<file path="config.mk">
export PLATFORM = sky130hd
export DESIGN_NAME = freq_meas_ctrl
export DESIGN_NICKNAME = d
export VERILOG_FILES = /design/src/rtl/freq_meas_ctrl.sv
export SDC_FILE = /design/constraint.sdc
export NUM_CORES = 1
export LEC_CHECK = 0
export CAP_MARGIN = 10
export CORE_ASPECT_RATIO = 1.75
export CORE_MARGIN = 5
export CORE_UTILIZATION = 50
export DETAILED_ROUTE_END_ITERATION = 7
export PLACE_DENSITY = 0.78
export SLEW_MARGIN = 30
export SYNTH_ARGS = -nofsm -noshare
export SYNTH_HDL_FRONTEND = slang
export SYNTH_SLANG_ARGS = --single-unit
</file>
<file path="constraint.sdc">
create_clock -name sys_clk -period 4.2 [get_ports sys_clk]
set_input_delay 0.63 -clock sys_clk [delete_from_list [all_inputs] [get_ports sys_clk]]
set_output_delay 0.63 -clock sys_clk [all_outputs]
set_load 0.01 [all_outputs]
</file>
<file path="src/rtl/freq_meas_ctrl.sv">
// freq_meas_ctrl: gate-timing controller for a reciprocal frequency counter.
// It sequences clear / gate / close / settle / evaluate around an external
// counter datapath, with optional auto-ranging of the gate length and a
// continuous mode. All outputs are registered from the next-state decode,
// so each output changes on the same edge as the state it belongs to.
module freq_meas_ctrl #(
  parameter int unsigned GATE_UNIT  = 2_000_000,
  parameter int unsigned TIMEOUT    = 400_000_000,
  parameter int unsigned SETTLE_CYC = 16,
  parameter int unsigned MIN_CNT    = 1000
) (
  input  logic        sys_clk,
  input  logic        rst_n,
  input  logic        start,
  input  logic        stop,
  input  logic        cont,
  input  logic        auto_range,
  input  logic [1:0]  gate_sel,
  input  logic        real_gate,
  input  logic [31:0] sig_cnt,
  input  logic [31:0] ref_cnt,
  output logic        cnt_clr,
  output logic        ref_gate,
  output logic        busy,
  output logic        done,
  output logic        timeout_err,
  output logic [31:0] sig_cnt_out,
  output logic [31:0] ref_cnt_out,
  output logic [1:0]  gate_idx_out
);

  typedef enum logic [2:0] {IDLE, CLEAR, GATE, CLOSE, SETTLE, EVAL, ERR} state_t;

  localparam logic [31:0] GATE_UNIT_W  = 32'(GATE_UNIT);
  localparam logic [31:0] TIMEOUT_W    = 32'(TIMEOUT);
  localparam logic [31:0] SETTLE_CYC_W = 32'(SETTLE_CYC);
  localparam logic [31:0] MIN_CNT_W    = 32'(MIN_CNT);

  state_t      state, state_nx;
  logic [31:0] cyc_cnt;
  logic [31:0] gate_len;
  logic [1:0]  gate_idx, gate_idx_nx;
  logic        cont_q, cont_nx;
  logic        auto_q, auto_nx;
  logic        start_ok;
  logic        retry;
  logic        take;

  // Gate length grows by x4 per index step.
  assign gate_len = GATE_UNIT_W << {gate_idx, 1'b0};

  // A start coinciding with a done pulse or a stop request is dropped.
  assign start_ok = start && !stop && !done;
  assign retry    = auto_q && (sig_cnt < MIN_CNT_W) && (gate_idx != 2'd3);
  assign take     = (state == EVAL) && !stop && !retry;

  // Next-state logic; stop overrides every other transition out of a busy state.
  always_comb begin
    state_nx    = state;
    gate_idx_nx = gate_idx;
    cont_nx     = cont_q;
    auto_nx     = auto_q;
    case (state)
      IDLE: begin
        if (start_ok) begin
          cont_nx     = cont;
          auto_nx     = auto_range;
          gate_idx_nx = auto_range ? 2'd0 : gate_sel;
          state_nx    = CLEAR;
        end
      end
      CLEAR: state_nx = GATE;
      GATE: begin
        if (cyc_cnt == gate_len - 32'd1) state_nx = CLOSE;
      end
      CLOSE: begin
        if (!real_gate)                       state_nx = SETTLE;
        else if (cyc_cnt == TIMEOUT_W - 32'd1) state_nx = ERR;
      end
      SETTLE: begin
        if (cyc_cnt == SETTLE_CYC_W - 32'd1) state_nx = EVAL;
      end
      EVAL: begin
        if (retry) begin
          gate_idx_nx = gate_idx + 2'd1;
          state_nx    = CLEAR;
        end else if (cont_q) begin
          if (auto_q) gate_idx_nx = 2'd0;
          state_nx = CLEAR;
        end else begin
          state_nx = IDLE;
        end
      end
      ERR:     state_nx = IDLE;
      default: state_nx = IDLE;
    endcase
    if (stop && (state != IDLE)) state_nx = IDLE;
  end

  // State register, latched mode bits and the shared per-state cycle counter.
  always_ff @(posedge sys_clk) begin
    if (!rst_n) begin
      state    <= IDLE;
      gate_idx <= 2'd0;
      cont_q   <= 1'b0;
      auto_q   <= 1'b0;
      cyc_cnt  <= '0;
    end else begin
      state    <= state_nx;
      gate_idx <= gate_idx_nx;
      cont_q   <= cont_nx;
      auto_q   <= auto_nx;
      cyc_cnt  <= (state_nx != state || state == IDLE) ? '0 : cyc_cnt + 32'd1;
    end
  end

  // Registered outputs decoded from the next state; captured counts hold until the next result.
  always_ff @(posedge sys_clk) begin
    if (!rst_n) begin
      cnt_clr      <= 1'b0;
      ref_gate     <= 1'b0;
      busy         <= 1'b0;
      done         <= 1'b0;
      timeout_err  <= 1'b0;
      sig_cnt_out  <= '0;
      ref_cnt_out  <= '0;
      gate_idx_out <= 2'd0;
    end else begin
      cnt_clr  <= (state_nx == CLEAR);
      ref_gate <= (state_nx == GATE);
      busy     <= (state_nx != IDLE);
      done     <= take;
      if (take) begin
        sig_cnt_out  <= sig_cnt;
        ref_cnt_out  <= ref_cnt;
        gate_idx_out <= gate_idx;
      end
      if ((state == IDLE) && start_ok) timeout_err <= 1'b0;
      else if (state_nx == ERR)        timeout_err <= 1'b1;
    end
  end

endmodule

</file>
* After elaboration in Yosys (flattened, before gate mapping)
Index checks and enable logic that the tools add are counted.
Word-level totals: bits in registers 110, bits of input ports 73, output and inout bits 71, word-level logic and storage cells 70
Cells by class: add/sub/neg operators 3, $lt $le $gt $ge 1, equal/unequal tests 16, shift-type cells 1, muxes and demuxes 15, bitwise gates (word level) 1, reductions and logical operators 20
Operator list (count):
- $add 32x1->32 const B | 1
- $eq 32x29->1 const B | 1
- $eq 32x32->1 | 1
- $eq 32x4->1 const B | 1
- $lt 32x10->1 const B | 1
- $shl 21x3->32 const A | 1
- $sub 32x1->32 const B | 1
- $mux 3 | 6
- $pmux 3 s6 | 1
- $mux 2 | 5
- $eq 3x2->1 const B | 3
- $eq 3x3->1 const B | 3
- $logic_and 1x1->1 | 8
- $eq 3x1->1 const B | 2
- $ne 3x3->1 const B | 2
- $reduce_bool 3->1 | 2
- $ne 2x2->1 const B | 2
- $pmux 2 s2 | 1
- $reduce_and 4->1 | 1
- $reduce_or 2->1 | 2
- $logic_not 1->1 | 3
- $logic_not 3->1 | 1
- $ne 3x3->1 | 1
- $add 2x1->2 const B | 1
- other kinds (5) | 6

* Depth between registers and ports, before layout
Gate-level depths: netlist of the first run.
depth after elaboration 9, gate-level depth with buffers 11, depth with buffers taken out 10

* Least setup slack after synthesis of the first run
No wires, ideal clock.
kind reg2reg, start point reg gate_idx[1], end point reg cyc_cnt[10], setup time 0.072 ns, arrival 2.640 ns, required time 4.128 ns, setup slack 1.489 ns, stages on the path, launching flop included 12, path buffers 1, clock period less this slack 2.711 ns, path through dfxtp_1 -> inv_1 -> ha_1 -> inv_1 -> ha_1 -> or4b_1 -> a21oi_1 -> xnor2_1 -> nand4_1 -> a31oi_4 -> buf_6 -> mux2i_1
Between the ends: cells in the longest elaborated chain, start to end 9, elaborated cells on any way between the ends 12, those cells by class add/sub (1); eq/ne (3); shift (1); mux (4); reduce/logical (3)
Ends and longest elaborated chain:
- from (decl) | RTL line 42 | logic [1:0] gate_idx, gate_idx_nx;
- from (signal assigned) | RTL line 110 | gate_idx <= gate_idx_nx;
- $shl 21x3->32 | RTL line 50 | assign gate_len = GATE_UNIT_W << {gate_idx, 1'b0};
- $sub 32x1->32 | RTL line 74 | if (cyc_cnt == gate_len - 32'd1) state_nx = CLOSE;
- $eq 32x32->1 | RTL line 74
- $mux 3 | RTL line 74
- $pmux 3 s6 * | RTL line 63 | case (state)
- $mux 3 * | RTL line 97 | if (stop && (state != IDLE)) state_nx = IDLE;
- $ne 3x3->1 * | RTL line 113 | cyc_cnt <= (state_nx != state || state == IDLE) ? '0 : cyc_cnt + 32'd1;
- $logic_or 1x1->1 * | RTL line 113
- $reduce_or 2->1 (no line) *
- to (signal assigned) | RTL line 113
- to (decl) | RTL line 40 | logic [31:0] cyc_cnt;
Mark *: on every way between the ends. The rest lies on a longest branch, timed or not. A chain may end at the register's enable or synchronous reset.

* Worst setup path in the final report of the first run
start point reg gate_idx[1], end point reg cyc_cnt[26]
Same word-level chain as after synthesis.

==> results.yml, run 1 <==
die:
  start_util: 0.5039
  rows: 50
  die_w_um: 88.26
  coreArea_sq_mm: 0.01064
  io_pins: 144
  dieHeight_um: 147.0
  die-area_sq_mm: 0.01297
critical_path:
  slowest_delay_ns: 0.58
  regToRegSetupSlack_ns: 0.91
  worstPathCellList: "ha_1 -> inv_1 -> ha_1 -> or4b_1 -> a21oi_1 -> xnor2_1 -> nand4_1 -> a31oi_4 -> buf_12 -> mux2i_1"
  cp.arrival_ns: 3.56
  required_ns: 4.47
  timing.rr.end: "cyc_cnt[26]$_SDFF_PP0_"
  crit_fanout: 19
  cpMaxStageDelayCell: "dfxtp_1"
  r2r-start: "gate_idx[1]$_SDFFE_PN0P_"
  cp_num_buf_inv: 2
  crit_path_end_kind: "flop"
  crit_path_start_kind: "flop"
  reg2reg_depth: 10
  crit_family: "compound AO/OA/AOI/OAI gates"
  cp_common_cell: "ha_1"
  critPathKind: "flop to flop"
route:
  vias_per_cell: 5.678
  wire_per_inst_um: 17.13
  dr_wl_met2_um: 7933
  drt_iter0_drc: 207
  dr.max_layer_used: "met4"
  post-route-drc-count: 0
  postRouteAntennaNets: 0
  wirelength_um: 15490
  wl_met1_um: 5452
  dr.pass1.iters: 5
  met3WireLength_um: 1409
  num_vias: 5133
global_routing:
  grt-ovfl-total: 0
  grt_pass1_vias: 5108
  grt_pass1_wl_um: 24290
  grt_usage: 0.2361
  antenna_found_initial: 0
  grt_max_degree: 76
pwr:
  p_sw_w: 0.0004822
  ir_drop_mv: 0.2089
  power.leakage_nw: 2.360
  power.combinational.fraction: 0.080
  power_frac_seq: 0.504
  pwr-share-clk: 0.416
  powerDensity_mw_per_mm2: 292.3
  intPower_w: 0.001606
  switching_share: 0.2309
timing:
  min_period_ns: 3.289
  setup_violations: 0
  grt_setup_unrepaired: "false"
  relSlewSlack: 0.4864
  finalCritPeriodShare: 0.7831
  clock.fmax_mhz: 304.1
  hold_viol: 0
  drv_slew: 0
  hold_slack_ns: 0.4546
  worst_pin_slew_ns: 0.7704
  setup_tns_ns: 0
  fin_skew_ns: 0.007362
hold_path:
  hold_path_class: "flop to flop"
  min_from: "ref_cnt_out[22]$_SDFFE_PN0P_"
  min_to: "ref_cnt_out[22]$_SDFFE_PN0P_"
  holdPathStages: 2
cells_and_area:
  drive_gt1_frac: 0.04522
  design_area_sq_mm: 0.007146
  finalNonFillerCells: 904
  area_delta_synth_final_pct: 33.34
  fin_nets: 854
  nFillCells: 898
  diodes: 0
yosys:
  yosysUniqueCellTypes: 47
  synth_edf_count: 0
  netlist_instances: 656
  ys.flop_type: "dfxtp_1"
  synth-seq-cells: 110
  async_flop_share: 0
  avgSynthCellArea_sq_um: 8.169
  synth_area_sq_mm: 0.005359
  yosys_warnings: 0
  synth-seq-area-share: 0.4109
  synth_nets: 741
job:
  max-cap-violations: 0
clock_network:
  root_buffer: "clkbuf_16"
  postCtsSetupRepairBufs: 0
  holdBufCountCts: 0
  tritoncts: "done"
  clock-sinks: 110
  cts_buffers: 9
  clk_path_buf_depth: 2
  post_cts_resized: 0
  cts_htree_levels: 3
  insertion_delay_ns: 0.35
  clkTransAtPathRegs_ns: 0.07
placement:
  dpl.cell_count: 888
  hpwlAfterDp_um: 11250
  io_buffers: 143
  place_congestion: 0.9380
  dpl-instance-area_sq_mm: 0.006848
run_status:
  status: "finished, final reports clean"
-- worst reg2reg max path: cells and delay by family, from the launching register on --
family	cells	cell delay [ns]
AO/OA/AOI/OAI	2	0.68
XOR/XNOR	1	0.15
adder cells (fa/ha/maj)	2	0.55
buffers and inverters	2	0.35
flip-flops	1	0.58
multiplexers	1	0.23
AND/OR/NAND/NOR	2	0.68
-- stage by stage --
stage / power (W) / utilization / setup WS, ns
detailed placement: 0.001243 / 0.6439 / 0.7404
global placement: 0.001239 / 0.6433 / 0.8720
floorplan: 0.001150 / - / 1.489
finish: 0.002088 / 0.6719 / 0.9112
CTS: 0.002103 / 0.6719 / 0.9208
global route: 0.002149 / 0.6719 / 0.7360
-- worst max path at each step --
stage / slack (ns) / depth (start not counted) / from / endpoint
after CTS: 0.92 / 11 / gate_idx[1]$_SDFFE_PN0P_ / cyc_cnt[26]$_SDFF_PP0_
after global routing: 0.74 / 11 / gate_idx[1]$_SDFFE_PN0P_ / cyc_cnt[20]$_SDFF_PP0_
after floorplan: 1.49 / 11 / gate_idx[1]$_SDFFE_PN0P_ / cyc_cnt[10]$_SDFF_PP0_
after detailed placement: 0.74 / 8 / sig_cnt[22] / cyc_cnt[26]$_SDFF_PP0_
final: 0.91 / 10 / gate_idx[1]$_SDFFE_PN0P_ / cyc_cnt[26]$_SDFF_PP0_
after global placement: 0.87 / 8 / sig_cnt[22] / cyc_cnt[20]$_SDFF_PP0_
-- logic make-up after synthesis --
group | share of synthesized area
AND/OR/NAND/NOR | 0.2851
buffers and inverters | 0.04670
adder cells (fa/ha/maj) | 0.02802
XOR/XNOR | 0.06701
AO/OA/AOI/OAI | 0.1137
multiplexers | 0.04856
flip-flops | 0.4109
-- power groups by stage --
| stage | registers, W | clock network, W | logic (W) |
|---|---|---|---|
| 2_1_floorplan | 0.00107 | 0 | 0.0000754 |
| 3_5_place_dp | 0.00108 | 0 | 0.000166 |
| 5_1_grt | 0.00105 | 0.000918 | 0.000177 |
| 3_3_place_gp | 0.00108 | 0 | 0.000162 |
| 6_report | 0.00105 | 0.000868 | 0.000167 |
| 4_1_cts | 0.00105 | 0.000883 | 0.000167 |
-- state kept, by name (all words and copies together), names as in the netlist --
signal and flops:
done 1, gate_idx 2, ref_cnt_out 32, state 3
cnt_clr 1, gate_idx_out 2, auto_q 1, timeout_err 1
sig_cnt_out 32, cyc_cnt 32, cont_q 1, ref_gate 1
busy 1
-- layer usage --
layer	track usage	vias to the layer above
met5	0	-
met4	0.1354	0
met3	0.09371	46
met2	0.3981	194
met1	0.2402	2396
li1	-	2497
-- synth_stat cells, types with 5 or more instances --
cell        n  area, sq um
nand3_1    31        155.2
clkbuf_1   38        142.6
and3_1      7        43.79
a21oi_1    73        365.4
inv_1      13        48.80
and4_1      6        52.55
nand4_1    13        81.33
a211oi_1   11        82.58
nor3_1      8        40.04
xor2_1     14        122.6
nand3b_1   27        202.7
or3_1       7        43.79
mux2i_1    26        260.3
nand2_1   152        570.6
nor2_1     14        52.55
dfxtp_1   110         2202
buf_2       5        25.02
xnor2_1    27        236.5
ha_1       12        150.1
nor4_1     20        125.1
-- area by class of cell --
| class | count | area [sq um] | area share |
|---|---|---|---|
| Sequential cell | 110 | 2202 | 0.3082 |
| Multi-Input combinational cell | 485 | 2925 | 0.4094 |
| Clock buffer | 9 | 225.2 | 0.03152 |
| Tap cell | 130 | 162.7 | 0.02276 |
| Timing Repair Buffer | 150 | 1509 | 0.2112 |
| Clock inverter | 7 | 72.57 | 0.01016 |
| Inverter | 13 | 48.80 | 0.006829 |
-- layout by cell type, fill, tap and decap left out, drive strengths merged, types with 2 or more instances in the layout --
cell type	instances
nand2	153
clkdlybuf4s50	143
dfxtp	110
a21oi	73
nand3	31
nand3b	27
xnor2	27
mux2i	26
nor4	20
inv	15
nor2	14
xor2	14
nand4	14
ha	12
a211oi	12
clkbuf	9
nor3	9
or3	8
and3	7
buf	7
and4	6
a31oi	4
o21ai	4
nand2b	3
a221oi	3
clkinv	3
and3b	2
nor4b	2
a21o	2
nor3b	2
No activity file was read; power rests on OpenSTA's default activity.
==> inputs of run 2 (changes only) <==
CORE_UTILIZATION = 49   (was 50)
PLACE_DENSITY = 0.77   (was 0.78)
clock period = 3.2 ns   (was 4.2 ns; I/O delays follow)
==> results.yml, run 2 (same netlist as run 1, synthesis figures left out) <==
run_status:
  status: "finished, final reports clean"
critical_path:
  crit_path_start_kind: "flop"
  reg2reg_depth: 10
  cp.arrival_ns: 3.16
  crit_fanout: 14
  crit_path_end_kind: "flop"
  critPathKind: "flop to flop"
  required_ns: 3.47
route:
  drt_iter0_drc: 234
  postRouteAntennaNets: 0
  num_vias: 5131
  wire_per_inst_um: 17.08
  vias_per_cell: 5.645
  post-route-drc-count: 0
  dr.pass1.iters: 4
  wirelength_um: 15530
timing:
  finalCritPeriodShare: 0.9045
  setup_slack_ns: 0.3057
  hold_viol: 0
  setup_tns_ns: 0
  min_period_ns: 2.894
  drv_slew: 0
  relSlewSlack: 0.5848
  fin_skew_ns: 0.01198
  worst_pin_slew_ns: 0.6227
  grt_setup_unrepaired: "false"
  setup_violations: 0
  clock.fmax_mhz: 345.5
clock_network:
  clock-sinks: 110
  holdBufCountCts: 0
  insertion_delay_ns: 0.35
  cts_buffers: 9
  postCtsSetupRepairBufs: 0
  tritoncts: "done"
  clk_path_buf_depth: 2
  clkTransAtPathRegs_ns: 0.08
  post_cts_resized: 0
  root_buffer: "clkbuf_16"
  cts_htree_levels: 3
cells_and_area:
  final_util: 0.6682
  reg_top3: "cyc_cnt x32, ref_cnt_out x32, sig_cnt_out x32"
  drive_gt1_frac: 0.04878
  design_area_sq_mm: 0.007148
  final_cell_mix: "152 x nand2_1, 143 x clkdlybuf4s50_1, 110 x dfxtp_1, 73 x a21oi_1, 31 x nand3_1"
  final_common_cell: "nand2_1"
  area_delta_synth_final_pct: 33.39
  fin_nets: 859
  diodes: 0
global_routing:
  top_usage_layer: "met2"
  antenna_found_initial: 0
  grt-ovfl-total: 0
  grt_pass1_vias: 5101
  grt_usage: 0.2419
  grt_use_met3: 0.09867
  grt_use_met1: 0.2602
  grt_pass1_wl_um: 25260
  grt.met2_usage: 0.4156
  grt_max_degree: 68
die:
  die_w_um: 89.06
  die-area_sq_mm: 0.01321
  coreArea_sq_mm: 0.01070
  rows: 50
  dieHeight_um: 148.3
  start_util: 0.5009
  io_pins: 144
hold_path:
  holdPathStages: 2
  hold_path_class: "flop to flop"
pwr:
  powerDensity_mw_per_mm2: 373.7
  p_total_w: 0.002671
  ir_drop_mv: 0.2822
  power.leakage_nw: 2.372
placement:
  hpwlAfterDp_um: 11570
  io_buffers: 143
  place_congestion: 0.9187
  dpl-instance-area_sq_mm: 0.006867
  dp_slack_ns: 0.3270
job:
  max-cap-violations: 0
run 2: cell types whose count changed in the layout (fill, tap and decap cells not counted), sizes merged:
cell	change
clkbuf	+1
buf	+5
clkinv	-1
inv	+1
bufinv	-1
run 2: routing by layer:
layer | share of wire | vias to the layer above | routed length [um]
met5 | 0 | - | 0
met4 | 0.034 | 0 | 527
met3 | 0.089 | 40 | 1381
met2 | 0.51 | 190 | 7963
met1 | 0.36 | 2399 | 5654
li1 | - | 2502 | -
run 2: through the flow:
step	hold slack, ns	instances
floorplan	0.4604	656
global placement	0.4415	893
detailed placement	0.4478	893
CTS	0.4583	909
global route	0.4732	909
finish	0.4555	909
run 2: area by class of cell:
class / instances / area (sq um)
fillers: 870 / 3550
multi-input cells: 485 / 2919
flip-flops and latches: 110 / 2202
repair buffers: 155 / 1534
clock buffers: 10 / 229.0
well taps: 130 / 162.7
clock inverters: 6 / 52.55
inverters: 13 / 48.80
run 2: power breakdown:
group / internal (W) / switching [W]
clock network: 0.000543 / 0.000525
logic: 0.000125 / 0.0000972
registers: 0.00137 / 0.00000792
run 2: critical path: stages, from the launching register on:
cell and delay (ns):
dfxtp_1 0.43, ha_1 0.29, inv_1 0.10, ha_1 0.19, or4b_1 0.51, a21oi_1 0.20, xnor2_1 0.14, nand4_1 0.19
a31oi_4 0.25, buf_4 0.29, mux2i_1 0.23
run 2: path summary, 6_finish.rpt:
kind                                from                     endpoint  slack [ns]
max             gate_idx[0]$_SDFFE_PN0P_       cyc_cnt[16]$_SDFF_PP0_        0.31
min          ref_cnt_out[8]$_SDFFE_PN0P_  ref_cnt_out[8]$_SDFFE_PN0P_        0.46
min reg2reg  ref_cnt_out[8]$_SDFFE_PN0P_  ref_cnt_out[8]$_SDFFE_PN0P_        0.46
max reg2reg     gate_idx[0]$_SDFFE_PN0P_       cyc_cnt[16]$_SDFF_PP0_        0.31
